File: src/rtl/fp_mul_pipe_n.sv
// Parametrised pipelined floating-point multiplier with flush-to-zero, selectable rounding,
// overflow/underflow flags and a sideband word that travels in lockstep with each product.
module fp_mul_pipe_n #(
  parameter int STAGES   = 1,
  parameter int W_EXP    = 8,
  parameter int W_MAN    = 23,
  parameter int BIAS     = 127,
  parameter int SIDE_W   = 32,
  parameter int ROUND_NE = 1
) (
  input  logic                   clk,
  input  logic                   rstn,
  input  logic                   backprn,
  input  logic                   valid,
  input  logic [W_EXP+W_MAN:0]   float_in_1,
  input  logic [W_EXP+W_MAN:0]   float_in_2,
  input  logic [SIDE_W-1:0]      side_in,
  input  logic                   error_in,
  output logic                   in_ready,
  output logic                   ready,
  output logic [W_EXP+W_MAN:0]   float_out,
  output logic [SIDE_W-1:0]      side_out,
  output logic                   error_out,
  output logic                   ovf,
  output logic                   unf
);
  localparam int W  = 1 + W_EXP + W_MAN;
  localparam int MW = W_MAN + 1;
  localparam int EW = W_EXP + 2;

  logic              en;
  logic              s0_valid, s0_err;
  logic [W-1:0]      s0_a, s0_b;
  logic [SIDE_W-1:0] s0_side;

  logic              sign;
  logic [W_EXP-1:0]  exp_a, exp_b;
  logic [W_MAN-1:0]  man_a, man_b;
  logic [2*MW-1:0]   prod;
  logic [2*MW-2:0]   norm;
  logic [W_MAN-1:0]  man_t;
  logic              guard, sticky, round_up;
  logic [W_MAN:0]    man_r;
  logic [EW-1:0]     exp_r;
  logic              exp_ovf, exp_unf;

  logic [W-1:0]      res_f;
  logic              res_err, res_ovf, res_unf;

  logic [STAGES-1:0]             d_valid, d_err, d_ovf, d_unf;
  logic [STAGES-1:0][W-1:0]      d_f;
  logic [STAGES-1:0][SIDE_W-1:0] d_side;

  // A single global enable: the whole pipe freezes only when the output is held unread.
  assign en       = backprn | ~ready;
  assign in_ready = en;

  always_ff @(posedge clk or negedge rstn) begin
    if (!rstn) begin
      s0_valid <= 1'b0;
      s0_err   <= 1'b0;
      s0_a     <= '0;
      s0_b     <= '0;
      s0_side  <= '0;
    end else if (en) begin
      s0_valid <= valid;
      s0_err   <= error_in;
      s0_a     <= float_in_1;
      s0_b     <= float_in_2;
      s0_side  <= side_in;
    end
  end

  assign sign  = s0_a[W-1] ^ s0_b[W-1];
  assign exp_a = s0_a[W-2:W_MAN];
  assign exp_b = s0_b[W-2:W_MAN];
  assign man_a = s0_a[W_MAN-1:0];
  assign man_b = s0_b[W_MAN-1:0];

  assign prod     = {{MW{1'b0}}, 1'b1, man_a} * {{MW{1'b0}}, 1'b1, man_b};
  assign norm     = prod[2*MW-1] ? prod[2*MW-2:0] : {prod[2*MW-3:0], 1'b0};
  assign man_t    = norm[2*MW-2 -: W_MAN];
  assign guard    = norm[W_MAN];
  assign sticky   = |norm[W_MAN-1:0];
  assign round_up = (ROUND_NE != 0) && guard && (sticky || man_t[0]);
  assign man_r    = {1'b0, man_t} + {{W_MAN{1'b0}}, round_up};

  // Two extra exponent bits keep the sign and the overflow headroom of the biased sum.
  assign exp_r   = {2'b00, exp_a} + {2'b00, exp_b} - EW'(BIAS)
                 + {{(EW-1){1'b0}}, prod[2*MW-1]} + {{(EW-1){1'b0}}, man_r[W_MAN]};
  assign exp_ovf = !exp_r[EW-1] && (exp_r >= EW'((1 << W_EXP) - 1));
  assign exp_unf = exp_r[EW-1] || (exp_r == '0);

  always_comb begin
    res_f   = '0;
    res_err = s0_err;
    res_ovf = 1'b0;
    res_unf = 1'b0;
    if ((&exp_a) || (&exp_b)) begin
      res_f   = {sign, {W_EXP{1'b1}}, {W_MAN{1'b0}}};
      res_err = 1'b1;
    end else if ((~|exp_a) || (~|exp_b)) begin
      res_f   = {sign, {(W-1){1'b0}}};
      res_unf = ((~|exp_a) && (|man_a)) || ((~|exp_b) && (|man_b));
    end else if (exp_ovf) begin
      res_f   = {sign, {W_EXP{1'b1}}, {W_MAN{1'b0}}};
      res_ovf = 1'b1;
      res_err = 1'b1;
    end else if (exp_unf) begin
      res_f   = {sign, {(W-1){1'b0}}};
      res_unf = 1'b1;
    end else begin
      res_f   = {sign, exp_r[W_EXP-1:0], man_r[W_MAN-1:0]};
    end
  end

  always_ff @(posedge clk or negedge rstn) begin
    if (!rstn) begin
      d_valid <= '0;
      d_err   <= '0;
      d_ovf   <= '0;
      d_unf   <= '0;
      d_f     <= '0;
      d_side  <= '0;
    end else if (en) begin
      d_valid[0] <= s0_valid;
      d_err[0]   <= res_err;
      d_ovf[0]   <= res_ovf;
      d_unf[0]   <= res_unf;
      d_f[0]     <= res_f;
      d_side[0]  <= s0_side;
      for (int i = 1; i < STAGES; i++) begin
        d_valid[i] <= d_valid[i-1];
        d_err[i]   <= d_err[i-1];
        d_ovf[i]   <= d_ovf[i-1];
        d_unf[i]   <= d_unf[i-1];
        d_f[i]     <= d_f[i-1];
        d_side[i]  <= d_side[i-1];
      end
    end
  end

  assign ready     = d_valid[STAGES-1];
  assign float_out = d_f[STAGES-1];
  assign side_out  = d_side[STAGES-1];
  assign error_out = d_err[STAGES-1];
  assign ovf       = d_ovf[STAGES-1];
  assign unf       = d_unf[STAGES-1];

endmodule

File: config.mk
export PLATFORM = sky130hd
export DESIGN_NAME = fp_mul_pipe_n
export DESIGN_NICKNAME = d
export VERILOG_FILES = /design/src/rtl/fp_mul_pipe_n.sv
export SDC_FILE = /design/constraint.sdc
export NUM_CORES = 2
export LEC_CHECK = 0
export CORE_MARGIN = 5
export CORE_UTILIZATION = 34
export CTS_CLUSTER_DIAMETER = 150
export DETAILED_ROUTE_END_ITERATION = 7
export PLACE_DENSITY = 0.56
export SYNTH_ARGS = -nofsm -noshare
export SYNTH_HDL_FRONTEND = slang
export SYNTH_SLANG_ARGS = --single-unit
export TNS_END_PERCENT = 50
File: constraint.sdc
create_clock -name clk -period 10.9 [get_ports clk]
set_input_delay 1.09 -clock clk [delete_from_list [all_inputs] [get_ports clk]]
set_output_delay 1.09 -clock clk [all_outputs]
set_load 0.005 [all_outputs]
==> reports/qor.csv <==
stage,metric,value,unit
detailed_routing,viasPerCell,4.84,
detailed_routing,wl_per_cell,18.3,um
timing,fmax,95.3,MHz
timing,slew_headroom,0.361,
placement,post-place-ws,-0.113,ns
finish,nNetsFinal,4197,
grt,grt_busiest_layer,met2,
cts,cts_made_buffers,17,
floorplan,initial_utilization,0.344,
synthesis,synth_edf_count,0,
synthesis,synth_simple_gate_area_frac,0.203,
synthesis,synth-seq-cells,166,
synthesis,synth_xor_area_frac,0.0213,
floorplan,chipWidth,293,um
setup_path,r2r_cells,39,
synthesis,synth_compound_area_frac,0.0721,
timing,finalSetupViolCount,0,
synthesis,ys_seq_area_frac,0.152,
synthesis,synthArstFlopShare,1.00,
outcome,outcome,finished clean,
setup_path,crit_end,float_out[10],
synthesis,syn_area_per_cell,8.59,sq um
grt,grt_max_degree,102,
timing,rsz0062_at_grt,yes,
setup_path,reg2reg_from,s0_a[14],
synthesis,synth_cell_types,85,
placement,dp_hpwl,67700,um
setup_path,critPathSlowestCell,fa_1,
setup_path,cp-startpoint,s0_a[14],
cts,cts_hold_buf,0,
flow_run,drv_cap,0,
grt,met3_usage,0.0354,
setup_path,r2r-end,float_out[10],
setup_path,required,11.29,ns
cts,cts_tree,built,
setup_path,worst_path_most_repeated_cell,fa_1,
placement,place_congestion,0.892,
timing,fin_ws,0.404,ns
grt,met1_usage,0.272,
timing,finalSetupTns,0,ns
cts,clock-sinks,166,
finish,fillers,8159,
timing,final_max_slew_viol_count,0,
floorplan,dieArea,85900,sq um
synthesis,netlist_area,27200,sq um
synthesis,syn_inst,3171,
synthesis,synthFlopType,dfrtp_1,
setup_path,critPathMaxFanout,13,
floorplan,fp.coreArea,79300,sq um
grt,track_usage,0.195,
finish,final_util,0.407,
finish,final_layout_size_suffix_gt1_frac,0.0975,
detailed_routing,route.detailed.drc,0,
detailed_routing,initialDrtViolationCount,1179,
floorplan,ios,170,
timing,fin_crit_sh,0.963,
timing,worst_slew_pin_slew,0.959,ns
finish,layout_commonest_cell,nand2_1,
synthesis,synthAdderAreaFrac,0.442,
detailed_routing,detail_route.first_pass.iterations,5,
cts,clk_pin_slew,0.11,ns
grt,grt_use_met2,0.314,
cts,insertion_delay,0.50,ns
floorplan,rows,103,
detailed_routing,drt_wl_total,82100,um
cts,clockBufferDepth,2,
synthesis,synth_top_family_by_area,adder cells,
setup_path,critical_path_class,flop to flop,
synthesis,yosysWarnings,0,
floorplan,die_y,293,um
setup_path,end_kind,flop,
setup_path,ff2ff_setup_slack,0.40,ns
timing,min_period,10.50,ns
synthesis,synth_nets,3944,
grt,antenna_found_initial,1,
cts,clockRootBuffer,clkbuf_16,
finish,area_delta_synth_final,18.4,%
placement,numPortBuffers,169,
setup_path,cp.arrival,10.89,ns
timing,hold_violations,0,
detailed_routing,vias,21712,
timing,finClkSkew,0.0316,ns
synthesis,synth_mux_area_frac,0.00308,
hold_path,hold_class,flop to flop,
grt,overflow,0,
setup_path,slowest_delay,0.57,ns
detailed_routing,antenna_left,0,
grt,grt_first_pass_wirelength,132000,um
setup_path,critPathLaunchType,flop,
finish,mostFrequentLayoutCells,"704 x nand2_1, 594 x inv_1, 483 x fa_1",
grt,first_global_vias,22558,
cts,htreeDepth,4,
-- Yosys cell counts (all sizes together) (10+ instances only) --
library cell,n,area share
nand2,705,0.097
inv,597,0.082
fa,484,0.36
and2,252,0.058
ha,188,0.086
dfrtp,166,0.15
clkbuf,131,0.018
nor2,94,0.013
o21ai,92,0.017
a21oi,75,0.014
xnor2,38,0.012
nand4,34,0.0084
buf,28,0.0050
a21o,26,0.0072
xor2,26,0.0090
nand3,25,0.0050
nor3,23,0.0044
nor4,20,0.0046
and3,16,0.0037
a211oi,13,0.0038
o211ai,10,0.0029
-- registers in the layout, summed over array words and instances, names as in the netlist --
register	flops
float_out	32
s0_a	32
s0_b	32
s0_side	32
side_out	32
error_out	1
ovf	1
ready	1
s0_err	1
s0_valid	1
unf	1
-- how the worst min path moves through the flow --
stage | start | end | slack (ns) | cells after the start
finish | s0_side[24] | side_out[24] | 0.46 | 2
global route | s0_side[30] | side_out[30] | 0.48 | 2
CTS | s0_side[30] | side_out[30] | 0.45 | 2
detailed placement | side_out[27] | side_out[27] | 0.45 | 2
global placement | s0_valid | s0_valid | 0.45 | 2
floorplan | s0_valid | s0_valid | 0.43 | 2
-- layout make-up --
type                            count  area (sq um)  area share
Antenna cell                        2          5.00    0.000155
Clock buffer                       17           425      0.0132
Clock inverter                     15           214     0.00663
Inverter                          601          2270      0.0703
Multi-Input combinational cell   2245         20300       0.630
Sequential cell                   166          4190       0.130
Tap cell                         1050          1310      0.0407
Timing Repair Buffer              393          3520       0.109
-- critical path: cells and delay by family (launching register included) --
kind	cells	cell delay, ns
flops	1	0.49
compound gates	9	1.68
xor+xnor	2	0.27
buf+inv	9	1.14
simple gates	9	2.08
fa+ha+maj	10	4.73
-- cells by family (layout without fill, tap and decap cells) --
family                   count (synthesis)  count (layout)
AND/OR/NAND/NOR                       1203            1203
AO/OA/AOI/OAI                          298             298
multiplexers                             8               8
adder cells (fa/ha/maj)                672             672
buffers and inverters                  760            1026
flip-flops                             166             166
XOR/XNOR                                64              64
other                                    0               2
-- metal layers --
metal / wire length, um / vias up
met5: 0 / -
met4: 2380 / 0
met3: 4890 / 108
met2: 38800 / 542
met1: 36100 / 10924
li1: - / 10138
-- timing repair --
| item | 4_1_cts | 5_1_grt |
|---|---|---|
| pin swaps | 0 | 3 |
| resized for setup | 1 | 61 |
| gates cloned | 0 | 0 |
| setup buffers | 0 | 4 |
| endpoints found under the hold margin | 0 | 0 |
| endpoints found under the setup margin | 5 | 31 |
-- per-stage QoR --
step           hold slack, ns  std cells  area (sq um)
2_1_floorplan           0.430       3171         27200
3_3_place_gp            0.446       4451         31400
3_5_place_dp            0.455       4451         31400
4_1_cts                 0.452       4483         32100
5_1_grt                 0.476       4487         32300
6_report                0.459       4489         32300
Power is not shown: default switching activity piles up to over one toggle a cycle in this logic, so the estimate is an artifact.
